$ cat src/rtl/iob_pfsm_input_cond.sv
// -----------------------------------------------------------------------------
// iob_pfsm_input_cond
//
// Conditions raw asynchronous inputs before they reach a PFSM. Each bit is
// synchronised (2 flops), optionally inverted, debounced over a programmable
// number of samples, then presented as a level or as a one-cycle edge pulse.
//
// Ports
//   clk_i             : system clock, all registers on the rising edge
//   rst_i             : synchronous active-high reset, overrides cke_i/en_i
//   cke_i             : clock enable, 0 = every register holds
//   en_i              : conditioning enable, 0 = debounce/output state cleared
//   debounce_period_i : consecutive differing samples to accept a level (0 -> 1)
//   mode_i            : per-bit mode [2i+1:2i]: 00 level, 01 rise, 10 fall, 11 any
//   invert_i          : per-bit polarity inversion after synchronisation
//   inputs_i          : raw inputs, asynchronous to clk_i
//   input_ports_o     : registered conditioned bits
//   changed_o         : registered strobe, high when input_ports_o just changed
// -----------------------------------------------------------------------------
module iob_pfsm_input_cond #(
  parameter int INPUT_W = 4,
  parameter int CNT_W   = 16
) (
  input  logic                   clk_i,
  input  logic                   rst_i,
  input  logic                   cke_i,
  input  logic                   en_i,
  input  logic [CNT_W-1:0]       debounce_period_i,
  input  logic [2*INPUT_W-1:0]   mode_i,
  input  logic [INPUT_W-1:0]     invert_i,
  input  logic [INPUT_W-1:0]     inputs_i,
  output logic [INPUT_W-1:0]     input_ports_o,
  output logic                   changed_o
);

  typedef enum logic [1:0] {
    MODE_LEVEL = 2'b00,
    MODE_RISE  = 2'b01,
    MODE_FALL  = 2'b10,
    MODE_ANY   = 2'b11
  } mode_e;

  logic [INPUT_W-1:0] sync1_q, sync2_q;
  logic [INPUT_W-1:0] stable_q, stable_d;
  logic [INPUT_W-1:0] prev_q;
  logic [CNT_W-1:0]   cnt_q [INPUT_W];
  logic [CNT_W-1:0]   cnt_d [INPUT_W];
  logic [INPUT_W-1:0] out_q, out_d;
  logic               changed_q, changed_d;

  logic [CNT_W-1:0]   period_eff;
  logic [INPUT_W-1:0] s;
  logic [INPUT_W-1:0] rise, fall;

  // Debounce and output selection for all bits.
  always_comb begin
    // NOTE: every comb output gets a default first so no path can infer a latch.
    stable_d  = stable_q;
    out_d     = '0;
    changed_d = 1'b0;
    for (int i = 0; i < INPUT_W; i++) begin
      cnt_d[i] = '0;
    end

    period_eff = (debounce_period_i == '0) ? CNT_W'(1) : debounce_period_i;
    s          = sync2_q ^ invert_i;
    rise       = stable_q & ~prev_q;
    fall       = ~stable_q & prev_q;

    for (int i = 0; i < INPUT_W; i++) begin
      if (s[i] != stable_q[i]) begin
        // '>=' lets a period lowered mid-count accept on the next differing
        // sample instead of letting the counter run on towards a wrap.
        if (cnt_q[i] >= period_eff - CNT_W'(1)) begin
          stable_d[i] = s[i];
        end else begin
          cnt_d[i] = cnt_q[i] + CNT_W'(1);
        end
      end

      unique case (mode_e'(mode_i[2*i +: 2]))
        MODE_LEVEL: out_d[i] = stable_q[i];
        MODE_RISE:  out_d[i] = rise[i];
        MODE_FALL:  out_d[i] = fall[i];
        MODE_ANY:   out_d[i] = rise[i] | fall[i];
        default:    out_d[i] = 1'b0;
      endcase
    end

    changed_d = (out_d != out_q);
  end

  // NOTE: sequential state uses non-blocking assignments so every register
  // samples the pre-edge values of the others.
  always_ff @(posedge clk_i) begin
    if (rst_i) begin
      sync1_q   <= '0;
      sync2_q   <= '0;
      stable_q  <= '0;
      prev_q    <= '0;
      cnt_q     <= '{default: '0};
      out_q     <= '0;
      changed_q <= 1'b0;
    end else if (cke_i) begin
      // Synchronisers keep sampling even while conditioning is disabled.
      sync1_q <= inputs_i;
      sync2_q <= sync1_q;
      if (en_i) begin
        stable_q  <= stable_d;
        prev_q    <= stable_q;
        cnt_q     <= cnt_d;
        out_q     <= out_d;
        changed_q <= changed_d;
      end else begin
        // Clearing prev together with stable means re-enabling cannot
        // produce a pulse from the cleared state itself.
        stable_q  <= '0;
        prev_q    <= '0;
        cnt_q     <= '{default: '0};
        out_q     <= '0;
        changed_q <= 1'b0;
      end
    end
  end

  assign input_ports_o = out_q;
  assign changed_o     = changed_q;

endmodule

$ cat config.mk
export PLATFORM = sky130hd
export DESIGN_NAME = iob_pfsm_input_cond
export DESIGN_NICKNAME = d
export VERILOG_FILES = /design/src/rtl/iob_pfsm_input_cond.sv
export SDC_FILE = /design/constraint.sdc
export NUM_CORES = 1
export LEC_CHECK = 0
export CORE_MARGIN = 3
export CORE_UTILIZATION = 55
export CTS_CLUSTER_SIZE = 24
export DETAILED_ROUTE_END_ITERATION = 12
export PLACE_DENSITY = 0.75
export SETUP_SLACK_MARGIN = 0.2
export SLEW_MARGIN = 20
export SYNTH_ARGS = -nofsm -noshare
export SYNTH_HDL_FRONTEND = slang
export SYNTH_SLANG_ARGS = --single-unit
$ cat constraint.sdc
create_clock -name clk_i -period 6.4 [get_ports clk_i]
set_clock_uncertainty 0.05 [all_clocks]
set_input_delay 1.28 -clock clk_i [delete_from_list [all_inputs] [get_ports clk_i]]
set_output_delay 1.28 -clock clk_i [all_outputs]
set_load 0.01 [all_outputs]
==> key figures, run 1 <==
Critical path
  – Register-to-Register Path Depth: 10
  – Required @ worst endpoint: 6650 ps
  – CP max stage delay: 580 ps
  – Worst Path Buf+Inv: 2
  – Reg2reg start: cnt_q[48]$_SDFFE_PP0P_
  – Worst path cell trace: clkdlybuf4s50_1, nor3_1, and3_1, a21oi_1, ha_1, nor3b_1, nand2_1, nor2_1, nand2_1, xor2_1, buf_4, ha_1, nand2_1, o2111ai_1, nand2b_1, or2_2, a211oi_2, o21ai_2, or3_1, o21ai_0
  – Critical Path Sink Type: flop
  – Crit-path max FO: 14
  – WS Path Type: input port to flop
  – Slowest CP cell: clkdlybuf4s50_1
  – CP startpoint kind: input port
  – Top delay family on crit path: simple AND/OR/NAND/NOR gates
  – CP dominant cell by count: nand2_1
  – FF-to-FF End: cnt_q[56]$_SDFFE_PP0P_
  – R2R Setup Slk: 3650 ps
  – Worst Path Arrival: 5900 ps

Drt
  – Vias per inst: 6.10
  – Initial DRC Count: 334
  – DR vias: 5480
  – Drt total wl: 15100 µm
  – Antenna-violating nets left: 0
  – DRT Pass-1 Iters: 4
  – DRC violations left: 0
  – Routed len/inst: 16.9 µm

Timing
  – Unrepaired setup endpoints after global routing: no
  – Fmax: 177 MHz
  – Hold slack final: 425 ps
  – Relative slew margins: 44.6%
  – Final Slew Violations: 0
  – Min Tclk post-route: 5650 ps
  – Final number of hold-violating endpoints: 0
  – Final WS setup: 753 ps
  – Setup TNS: 0 ps
  – Slew @ Worst Pin: 830 ps
  – Tcrit/Tclk final: 88.2%
  – Final setup fails: 0

Clock network
  – Setup bufs post-CTS: 0
  – Worst-path clk slew: 90 ps
  – Cts hold-fix bufs: 0
  – Worst-Skew Late Latency: 370 ps
  – Post-cts repair resize count: 0
  – CTS Sinks: 85
  – CTS root buffer: clkbuf_8
  – CTS buffer count: 9
  – TritonCTS clock tree: done
  – Htree depth: 3
  – CTS max path bufs: 2

Synthesis
  – Top cell type's share of synthesized area: 28.1%
  – Post-synth top area cell: dfxtp_1
  – Post-synthesis cell type count: 68
  – Adder-Cell Fraction of Synth Area: 15.1%
  – Most common cell in the netlist: dfxtp_1
  – Syn Nets: 826
  – Largest family of logic cells by synthesized area: simple AND/OR/NAND/NOR gates
  – Cell Area, Synth: 0.00606 mm²
  – Post-synthesis mux area share: 3.55%
  – Synth Area in XOR/XNOR: 6.46%
  – Main area contributors after synthesis: dfxtp_1, ha_1, nand2_1
  – Synthesized area per cell: 8.46 µm²
  – Top post-synthesis cells by count: dfxtp_1, nand2_1, ha_1
  – Async SR Flop Fraction: 0%
  – Cells after Synth: 717
  – Synth Area in Simple Gates: 21.6%
  – Most used DFF post-synth: dfxtp_1
  – Yosys warning total: 0
  – Number of flops mapped to enable cells by yosys: 0
  – Number of synthesized register bits: 85
  – Synth Area in Compound Gates: 21.0%
  – Register area share after synthesis: 28.1%

Placed design
  – PortBufs: 40
  – Placer congestion estimate: 0.928
  – Cell count after placement: 882
  – Setup WS pre-CTS: 223 ps
  – DPL Wire Length: 11000 µm

Floorplanning
  – Initial Util: 57.7%
  – Die X: 111 µm
  – IO Pins: 41
  – Row count: 37
  – Die ar.: 0.0123 mm²
  – Die Ht: 111 µm
  – CORE AREA: 0.0105 mm²

Min path
  – Worst hold endpoint: changed_o$_SDFFE_PP0P_
  – Hold wc startpoint: changed_o$_SDFFE_PP0P_
  – Worst Hold Class: flop to flop
  – Worst hold path depth: 2

Global routing
  – Vias in the first global route: 5250
  – Global route total overflow: 0
  – Largest net degree at the start of global routing: 48
  – First-pass GRT wire length: 25000 µm
  – GRT Overall Usage: 24.5%
  – Antenna violations before repair: 0

Job
  – Maxcap violations: 0

Layout
  – Number of fill cells: 885
  – Layout cells sized above 1: 10.1%
  – Fin nets: 866
  – Multi-input logic area: 0.00412 mm²
  – Ant diodes: 0
  – Sequential cell area: 0.00170 mm²
  – Layout Cells excl Fill: 898
  – P&R area growth vs syn: 12.2%

Run status
  – Status: finished clean

Pwr
  – Pwr Total: 1.09 mW
  – Maximum vdd drop: 0.122 mV
  – Pleak: 2.83 nW
  – Pwr per Cell Area: 160 mW/mm²
[final cells by class]
cell class	count	share of cell area, %
multi-input combinational	580	60.6
sequential	85	25.0
timing repair buffer	55	7.54
tap	136	2.50
clock buffer	11	2.08
inverter	26	1.43
clock inverter	5	0.846
[sequential cells by signal (all words and copies together), names as in the netlist]
name,cells
sync2_q,4
cnt_q,64
sync1_q,4
input_ports_o,4
stable_q,4
changed_o,1
prev_q,4
[placed cells by master (no fill, tap or decap), drive strengths merged, types with 6 or more instances in the layout]
master	instances
a211oi	12
a21o	13
a21oi	34
a22oi	6
a31oi	6
and3	28
buf	15
clkbuf	11
clkdlybuf4s50	40
dfxtp	85
ha	73
inv	27
mux2i	11
nand2	78
nand2b	15
nand3	39
nand4	12
nor2	59
nor3	6
o2111ai	6
o21a	8
o21ai	49
o22ai	6
o311ai	6
or2	6
or3	8
xnor2	21
xor2	21
[power by group]
group          switching [mW]  leakage, nW  internal, mW  total (mW)
combinational          0.0914         2.04        0.0670       0.158
sequential            0.00589        0.686         0.534       0.540
clock                   0.201        0.104         0.192       0.393
total                   0.298         2.83         0.793        1.09
[worst register-to-register path, delay by kind of cell, from the launching register on]
kind,cells,cell delay [ps]
adder cells (fa/ha/maj),1,270
buffers and inverters,1,80
AND/OR/NAND/NOR,2,210
AO/OA/AOI/OAI,6,1580
flip-flops,1,440
[how the worst max path moves through the flow]
stage | endpoint | start | depth (start not counted)
finish | cnt_q[27]$_SDFFE_PP0P_ | debounce_period_i[7] | 20
global route | cnt_q[60]$_SDFFE_PP0P_ | debounce_period_i[7] | 19
CTS | cnt_q[52]$_SDFFE_PP0P_ | debounce_period_i[7] | 19
detailed placement | cnt_q[52]$_SDFFE_PP0P_ | debounce_period_i[7] | 19
global placement | cnt_q[57]$_SDFFE_PP0P_ | debounce_period_i[7] | 19
floorplan | cnt_q[57]$_SDFFE_PP0P_ | debounce_period_i[0] | 19
[logic make-up after synthesis]
logic type      Yosys count
compound gates          181
flops                    85
xor+xnor                 43
mux                      16
fa+ha+maj                73
buf+inv                  52
simple gates            267
[metrics by stage]
step | util [%] | area [µm²]
finish | 64.7 | 6800
global placement | 62.8 | 6600
global route | 64.7 | 6800
detailed placement | 62.8 | 6600
CTS | 64.7 | 6790
floorplan | - | 6060
[per-layer routing]
| layer | GRT usage (%) | routed length (µm) | vias to the layer above |
|---|---|---|---|
| met5 | 0 | 0 | - |
| met4 | 9.36 | 323 | 0 |
| met3 | 4.15 | 715 | 24 |
| met2 | 40.9 | 7130 | 123 |
| met1 | 31.7 | 6970 | 2630 |
| li1 | - | - | 2703 |
No activity file was read; power rests on OpenSTA's default activity.
==> inputs of run 2 (changes only) <==
--- a/config.mk
+++ b/config.mk
@@ -11,7 +11,6 @@
 export DETAILED_ROUTE_END_ITERATION = 12
 export PLACE_DENSITY = 0.75
 export SETUP_SLACK_MARGIN = 0.2
-export SLEW_MARGIN = 20
 export SYNTH_ARGS = -nofsm -noshare
 export SYNTH_HDL_FRONTEND = slang
 export SYNTH_SLANG_ARGS = --single-unit
==> results of run 2 <==
Final layout, timing and power as in run 1 (identical DEF).
==> inputs of run 3 (changes only) <==
--- a/config.mk
+++ b/config.mk
@@ -5,12 +5,13 @@
 export SDC_FILE = /design/constraint.sdc
 export NUM_CORES = 1
 export LEC_CHECK = 0
+export ABC_AREA = 1
 export CORE_MARGIN = 3
 export CORE_UTILIZATION = 55
 export CTS_CLUSTER_SIZE = 24
 export DETAILED_ROUTE_END_ITERATION = 12
 export PLACE_DENSITY = 0.75
-export SETUP_SLACK_MARGIN = 0.2
+export SETUP_SLACK_MARGIN = 0.1
 export SYNTH_ARGS = -nofsm -noshare
 export SYNTH_HDL_FRONTEND = slang
 export SYNTH_SLANG_ARGS = --single-unit
==> run 3 against run 2 <==
Effect of this change:
- cell count rose by 22%
- flip-flop and latch count did not move
- fmax rose by 13%
- critical path depth rose by 2
- combinational power rose by 5%
- routed wire length fell by 0.38%
- count of clock-buffer cells in the layout rose by 1
- synthesized cell count rose by 29%
- largest cell class unchanged
- highest routed layer unchanged
==> key figures, run 3 <==
Layout
  – Most frequent cells in the layout: nand2_1, inv_1, a21oi_1
  – Ant diodes: 0
  – Largest Register: cnt_q
  – Layout cells sized above 1: 8.92%
  – Number of fill cells: 1027
  – P&R area growth vs syn: 11.4%
  – Fin nets: 1059
  – Commonest non-fill, non-tap cell in the layout: nand2_1
  – Max reg flops: 64

Timing
  – Final number of hold-violating endpoints: 0
  – Min Tclk post-route: 4980 ps
  – Final setup fails: 0
  – Hold slack final: 417 ps
  – Tcrit/Tclk final: 77.8%
  – Unrepaired setup endpoints after global routing: no
  – Relative slew margins: 27.5%
  – Fmax: 201 MHz
  – Final Slew Violations: 0
  – Setup TNS: 0 ps
  – Slew @ Worst Pin: 1080 ps

Floorplanning
  – Row count: 39
  – Die ar.: 0.0131 mm²
  – Die X: 115 µm
  – IO Pins: 41
  – Initial Util: 56.6%
  – CORE AREA: 0.0115 mm²
  – Die Ht: 115 µm

Drt
  – Vias per inst: 5.38
  – DRC violations left: 0
  – DRT Pass-1 Iters: 4
  – DR vias: 5901
  – Routed len/inst: 13.8 µm
  – Antenna-violating nets left: 0
  – Drt total wl: 15100 µm
  – Initial DRC Count: 415

Synthesis
  – Synthesized area per cell: 7.04 µm²
  – Cells after Synth: 922
  – Register area share after synthesis: 26.2%
  – Most common cell in the netlist: nand2_1
  – Cell Area, Synth: 0.00649 mm²
  – Number of flops mapped to enable cells by yosys: 0
  – Top post-synthesis cells by count: nand2_1, inv_1, a21oi_1
  – Top cell type's share of synthesized area: 26.2%
  – Post-synthesis cell type count: 42
  – Most used DFF post-synth: dfxtp_1
  – Yosys warning total: 0
  – Post-synth top area cell: dfxtp_1
  – Number of synthesized register bits: 85
  – Async SR Flop Fraction: 0%
  – Syn Nets: 1031
  – Main area contributors after synthesis: dfxtp_1, ha_1, nand2_1

Critical path
  – Critical Path Sink Type: flop
  – CP max stage delay: 580 ps
  – CP dominant cell by count: nand2_1
  – CP startpoint kind: input port
  – Crit-path max FO: 14
  – Worst Path Arrival: 5190 ps
  – Worst path cell trace: clkdlybuf4s50_1, nor2_2, nand2_1, nor2_2, nand2_2, nand2_1, inv_1, ha_1, nand2_1, nor2_1, nand2_1, nor2_1, nand3_1, xor2_1, ha_1, inv_1, nor3_1, a211oi_1, nand3_2, clkinv_2, nand3b_1, a21oi_1
  – Top delay family on crit path: simple AND/OR/NAND/NOR gates
  – WS Path Type: input port to flop
  – Slowest CP cell: clkdlybuf4s50_1
  – Required @ worst endpoint: 6620 ps
  – Worst Path Buf+Inv: 4

Pwr
  – Seq pwr share: 45.4%
  – Pwr per Cell Area: 166 mW/mm²
  – Switching Share: 26.7%
  – Maximum vdd drop: 0.227 mV
  – Pleak: 3.21 nW
  – Combinational cell fraction of total power: 13.9%
  – Clock network fraction of total power: 40.8%
  – P_sw: 320 µW
  – Int Pwr: 876 µW

Placed design
  – DPL Wire Length: 10700 µm
  – PortBufs: 40
  – Placer congestion estimate: 0.821

Global routing
  – Largest net degree at the start of global routing: 84
  – Global route total overflow: 0
  – Antenna violations before repair: 0
  – First-pass GRT wire length: 25200 µm
  – GRT Overall Usage: 23.7%
  – Vias in the first global route: 5400

Clock network
  – CTS Sinks: 85
  – TritonCTS clock tree: done
  – Post-cts repair resize count: 0
  – Worst-Skew Late Latency: 350 ps
  – Setup bufs post-CTS: 0
  – Worst-path clk slew: 60 ps
  – CTS buffer count: 9
  – CTS max path bufs: 2
  – CTS root buffer: clkbuf_16
  – Cts hold-fix bufs: 0
  – Htree depth: 3

Job
  – Maxcap violations: 0

Run status
  – Status: finished clean

Min path
  – Worst Hold Class: flop to flop
-- run 3: changes by cell type in the layout (fill, tap and decap cells not counted), sizes merged, moves of 10 or more --
cell / change
and3: -28
nand2b: -15
a21o: -13
inv: +79
a21oi: +64
xor2: +17
o21ai: -26
a211oi: -10
nand2: +148
nand3: +15
nor2: +24
nand4: +32
-- run 3: cell families (layout without fill, tap and decap cells) --
| group | after synthesis | count (layout) | share of synthesized area (%) |
|---|---|---|---|
| AO/OA/AOI/OAI | 141 | 141 | 12.6 |
| XOR/XNOR | 51 | 51 | 6.89 |
| adder cells (fa/ha/maj) | 73 | 73 | 14.1 |
| buffers and inverters | 138 | 169 | 8.62 |
| flip-flops | 85 | 85 | 26.2 |
| multiplexers | 4 | 4 | 0.617 |
| AND/OR/NAND/NOR | 430 | 430 | 31.0 |
-- run 3: worst paths after layout --
| check | startpoint | endpoint | slack, ps | cells past startpoint |
|---|---|---|---|---|
| hold reg to reg | changed_o$_SDFFE_PP0P_ | changed_o$_SDFFE_PP0P_ | 420 | 2 |
| hold / removal | changed_o$_SDFFE_PP0P_ | changed_o$_SDFFE_PP0P_ | 420 | 2 |
| setup reg to reg | cnt_q[32]$_SDFFE_PP0P_ | cnt_q[39]$_SDFFE_PP0P_ | 4070 | 21 |
| setup / recovery | debounce_period_i[9] | cnt_q[39]$_SDFFE_PP0P_ | 1420 | 22 |
-- run 3: final cells by class --
class / instances / area [µm²] / area share [%]
timing repair buffer: 46 / 440 / 6.10
tap: 143 / 179 / 2.48
sequential: 85 / 1700 / 23.5
clock inverter: 2 / 10.0 / 0.139
multi-input combinational: 699 / 4230 / 58.5
inverter: 109 / 412 / 5.70
clock buffer: 12 / 256 / 3.55
-- run 3: power by group through the flow --
stage          registers, mW  clock network, mW  logic [mW]
4_1_cts                0.543              0.496       0.166
3_5_place_dp           0.554                  0       0.164
2_1_floorplan          0.553                  0       0.103
6_report               0.543              0.488       0.166
3_3_place_gp           0.554                  0       0.162
5_1_grt                0.543              0.517       0.187
-- run 3: tightest hold or removal path, delay by kind of cell, from the launching register on --
kind / cells / cell delay [ps]
simple gates: 1 / 60
compound gates: 1 / 50
flops: 1 / 300
-- run 3: routing by layer --
| metal | vias up | GRT usage, % | part of all wire [%] |
|---|---|---|---|
| met3 | 22 | 5.02 | 3.2 |
| met4 | 0 | 6.33 | 1.5 |
| met2 | 71 | 40.1 | 47 |
| met1 | 2703 | 30.6 | 48 |
| met5 | - | 0 | 0 |
| li1 | 3105 | - | - |
-- run 3: per-stage QoR --
step	util, %	instances	setup WS [ps]	instance area [µm²]	total power [mW]
6_report	63.0	1096	1420	7230	1.20
3_5_place_dp	60.7	1082	1070	6960	0.719
2_1_floorplan	-	922	2140	6490	0.656
3_3_place_gp	60.7	1082	1240	6960	0.717
5_1_grt	63.0	1096	984	7230	1.25
4_1_cts	63.0	1096	1430	7230	1.20
==> RTL edit 1, RTL diff (config.mk and constraints of run 3) <==
Set the parameter `CNT_W` to 12 (it was 16).
--- a/src/rtl/iob_pfsm_input_cond.sv
+++ b/src/rtl/iob_pfsm_input_cond.sv
@@ -19,7 +19,7 @@
 // -----------------------------------------------------------------------------
 module iob_pfsm_input_cond #(
   parameter int INPUT_W = 4,
-  parameter int CNT_W   = 16
+  parameter int CNT_W   = 12
 ) (
   input  logic                   clk_i,
   input  logic                   rst_i,
Ports: changed (resized debounce_period_i); port bits go from 41 to 37. No check against the original RTL was run, so the function may have changed too.
==> RTL edit 1 against run 3 <==
- power down 15%
- worst setup slack better by 0.30 ns
- area after synthesis down 23%
- sequential power down 19%
- sequential share of layout area up 1.0 points
- hold slack better by 0.0076 ns
- design area down 22%
- critical path depth down 1
- clock power down 7.8%
- wire length down 21%
- utilization up 1.1 points
- sequential cell count down 16
==> RTL edit 1: results (changes against run 3) <==
| Metric | Value |
|---|---|
| Status | completed (unchanged) |
| Vias per std cell | 5.54 (was 5.38) |
| Reg2reg end | stable_q[0]$_SDFFE_PP0P_ (was cnt_q[39]$_SDFFE_PP0P_) |
| Post-Place Cells | 838 (was 1082) |
| Non-Filler Instances | 854 (was 1096) |
| Seq/Total Area, Yosys | 27.8% (was 26.2%) |
| IO Port Bufs | 36 (was 40) |
| Ratio of cells with drive above 1 in the final layout | 6.43% (was 8.92%) |
| Worst Path Max Fanout | 13 (was 14) |
| Worst reg-to-reg path cell count | 14 (was 21) |
| Flop-to-flop setup slack | 4.16 ns (was 4.07 ns) |
| Fillcell total | 786 (was 1027) |
| Largest register FFs | 48 (was 64) |
| WHS | 0.425 ns (was 0.417 ns) |
| First-pass GRT wire length | 20100 um (was 25200 um) |
| Synth unique cells | 34 (was 42) |
| DPL Wire Length | 8460 um (was 10700 um) |
| Measured slew at the worst slew-check pin | 0.859 ns (was 1.08 ns) |
| Root buf cell | clkbuf_8 (was clkbuf_16) |
| Nets | 830 (was 1059) |
| Synth Net Count | 803 (was 1031) |
| Leak | 0.00231 uW (was 0.00321 uW) |
| Syn_area_per_cell | 6.95 um2 (was 7.04 um2) |
| Worst r2r src | cnt_q[36]$_SDFFE_PP0P_ (was cnt_q[32]$_SDFFE_PP0P_) |
| Critical Path AT | 4.87 ns (was 5.19 ns) |
## RTL edit 1: how the worst max path moves through the flow
stage                               end  slack [ns]  depth (start not counted)
6_report       stable_q[0]$_SDFFE_PP0P_        1.72                         21
5_1_grt        stable_q[0]$_SDFFE_PP0P_        1.47                         21
4_1_cts        stable_q[0]$_SDFFE_PP0P_        1.82                         21
3_5_place_dp   stable_q[0]$_SDFFE_PP0P_        1.47                         21
3_3_place_gp   stable_q[0]$_SDFFE_PP0P_        1.54                         21
2_1_floorplan    cnt_q[38]$_SDFFE_PP0P_        2.73                         20
## RTL edit 1: final cells by class
cell class / instances / area share, %
clock buffers: 10 / 2.45
inverters: 87 / 5.82
flip-flops and latches: 69 / 24.6
clock inverters: 6 / 1.96
repair buffers: 39 / 6.73
multi-input cells: 535 / 56.0
well taps: 108 / 2.41
## RTL edit 1: stage by stage
| stage | area (um2) | setup WS [ns] | total power (uW) |
|---|---|---|---|
| 2_1_floorplan | 4960 | 2.73 | 530 |
| 3_3_place_gp | 5370 | 1.54 | 575 |
| 3_5_place_dp | 5370 | 1.47 | 579 |
| 4_1_cts | 5620 | 1.82 | 1020 |
| 5_1_grt | 5620 | 1.47 | 1060 |
| 6_report | 5620 | 1.72 | 1020 |
## RTL edit 1: tightest hold or removal path, cell delays in order, from the launching register on
cell	delay, ns
dfxtp_1	0.32
nand2_1	0.06
a21oi_1	0.05
## RTL edit 1: kinds of logic after synthesis
| kind of cell | after synthesis | share of synthesized area (%) |
|---|---|---|
| AND/OR/NAND/NOR | 324 | 29.6 |
| AO/OA/AOI/OAI | 115 | 12.4 |
| buffers and inverters | 110 | 8.77 |
| flip-flops | 69 | 27.8 |
| adder cells (fa/ha/maj) | 57 | 14.4 |
| XOR/XNOR | 35 | 6.18 |
| multiplexers | 4 | 0.807 |
## RTL edit 1: power groups by stage
stage	clock (uW)	combinational, uW	sequential, uW
final	450	129	441
after global routing	474	145	442
after CTS	455	129	441
after detailed placement	0	128	451
after global placement	0	125	451
after floorplan	0	80.1	450
## RTL edit 1: layer usage
metal	part of all wire, %	track usage (%)
met3	3.6	4.22
met5	0	0
met1	46	30.6
met4	1.5	8.08
met2	48	42.1
==> RTL edit 2, RTL diff (config.mk and constraints of run 3) <==
Without the edit above. Reset style: asynchronous (`rst_i`), changed in one clocked block. Comments in the files are not updated.
--- a/src/rtl/iob_pfsm_input_cond.sv
+++ b/src/rtl/iob_pfsm_input_cond.sv
@@ -92,7 +92,7 @@
 
   // NOTE: sequential state uses non-blocking assignments so every register
   // samples the pre-edge values of the others.
-  always_ff @(posedge clk_i) begin
+  always_ff @(posedge clk_i or posedge rst_i) begin
     if (rst_i) begin
       sync1_q   <= '0;
       sync2_q   <= '0;
Check against the original RTL: differs if rst_i is asserted again (counterexample within 4 cycles, from zero or initial values and one cycle with rst_i high); with rst_i held inactive, the same outputs for 4 cycles.
==> RTL edit 2 against run 3 <==
- utilization up 0.96 points
- worst setup slack better by 0.078 ns
- largest cell class unchanged
- first-iteration DRC count down 40%
- sequential cell count unchanged
- critical path type unchanged
- design area up 2.0%
- power up 26%
- hold slack better by 0.015 ns
- area after synthesis up 0.71%
- wire length down 2.3%
- die area up 0.68%
- cell count down 8.8%
==> RTL edit 2: results (changes against run 3) <==
| Metric | Value |
|---|---|
| Detail Route met3 WL | 467 um (was 490 um) |
| Worst reg-to-reg path cell count | 17 (was 21) |
| Multi-input combinational area share | 53.8% (was 58.5%) |
| Reg2reg end | cnt_q[27]$_DFFE_PP0P_ (was cnt_q[39]$_SDFFE_PP0P_) |
| Status | completed (unchanged) |
| Relative slew slack | 43.7% (was 27.5%) |
| Global placer's final weighted congestion | 0.918 (was 0.821) |
| Clock network share of area | 4.36% (was 3.69%) |
| Ratio of cells with drive above 1 in the final layout | 10.9% (was 8.92%) |
| WHS Endpoint | sync1_q[2]$_DFFE_PP0P_ (was changed_o$_SDFFE_PP0P_) |
| Largest net degree at the start of global routing | 62 (was 84) |
| Met2 Wirelength | 7120 um (was 7130 um) |
| Top post-synthesis cells by count | nand2_1, inv_1, dfrtp_1 (was nand2_1, inv_1, a21oi_1) |
| WHS | 0.432 ns (was 0.417 ns) |
| Worst vdd ir | 0.141 mV (was 0.227 mV) |
| DRT met1 WL | 6680 um (was 7230 um) |
| Nets | 961 (was 1059) |
| Layout non-clock buf frac | 5.74% (was 6.10%) |
| Initial drt markers | 248 (was 415) |
| Min-delay src | sync1_q[2]$_DFFE_PP0P_ (was changed_o$_SDFFE_PP0P_) |
| Critical Path Sink | cnt_q[57]$_DFFE_PP0P_ (was cnt_q[39]$_SDFFE_PP0P_) |
| FF+latch count | 85 (unchanged) |
| DPL Wire Length | 11000 um (was 10700 um) |
| Final wirelength | 14700 um (was 15100 um) |
| Worst Path Max Fanout | 15 (was 14) |
| Seq area share | 28.9% (was 23.5%) |
| Vias in the first global route | 5451 (was 5400) |
| Worst r2r src | cnt_q[16]$_DFFE_PP0P_ (was cnt_q[32]$_SDFFE_PP0P_) |
| Grt met1 use | 30.1% (was 30.6%) |
| Leak | 0.00351 uW (was 0.00321 uW) |
| Vias | 5446 (was 5901) |
| Post-synth ARST share | 100% (was 0%) |
| Non-clk invs | 93 (was 109) |
| GRT met2 Usage | 40.0% (was 40.1%) |
| Non-clk bufs | 43 (was 46) |
-- RTL edit 2: cells by family after synthesis --
group / Yosys count / share of synthesized area [%]
and+or+nand+nor: 355 / 24.2
AOI/OAI and AO/OA: 117 / 12.5
buffers and inverters: 109 / 6.74
DFF: 85 / 32.6
xor gates and xnor gates: 75 / 10.1
adders and majority gates: 73 / 14.0
-- RTL edit 2: metrics by stage --
step / instances / setup WS (ns) / cell area [um2]
2_1_floorplan: 814 / 2.37 / 6530
3_3_place_gp: 984 / 1.31 / 7050
3_5_place_dp: 984 / 1.17 / 7050
4_1_cts: 1000 / 1.49 / 7370
5_1_grt: 1000 / 1.07 / 7370
6_report: 1000 / 1.50 / 7370
-- RTL edit 2: worst min-delay path: cells and delay by family (launching register included) --
family,cells,cell delay [ns]
AND/OR/NAND/NOR,2,0.11
flip-flops,1,0.34
-- RTL edit 2: report_power, final --
part	switching, uW	leakage (uW)	internal (uW)
clock network	223	0.000155	336
registers	38.8	0.00116	575
logic	201	0.00219	128
total	463	0.00351	1040
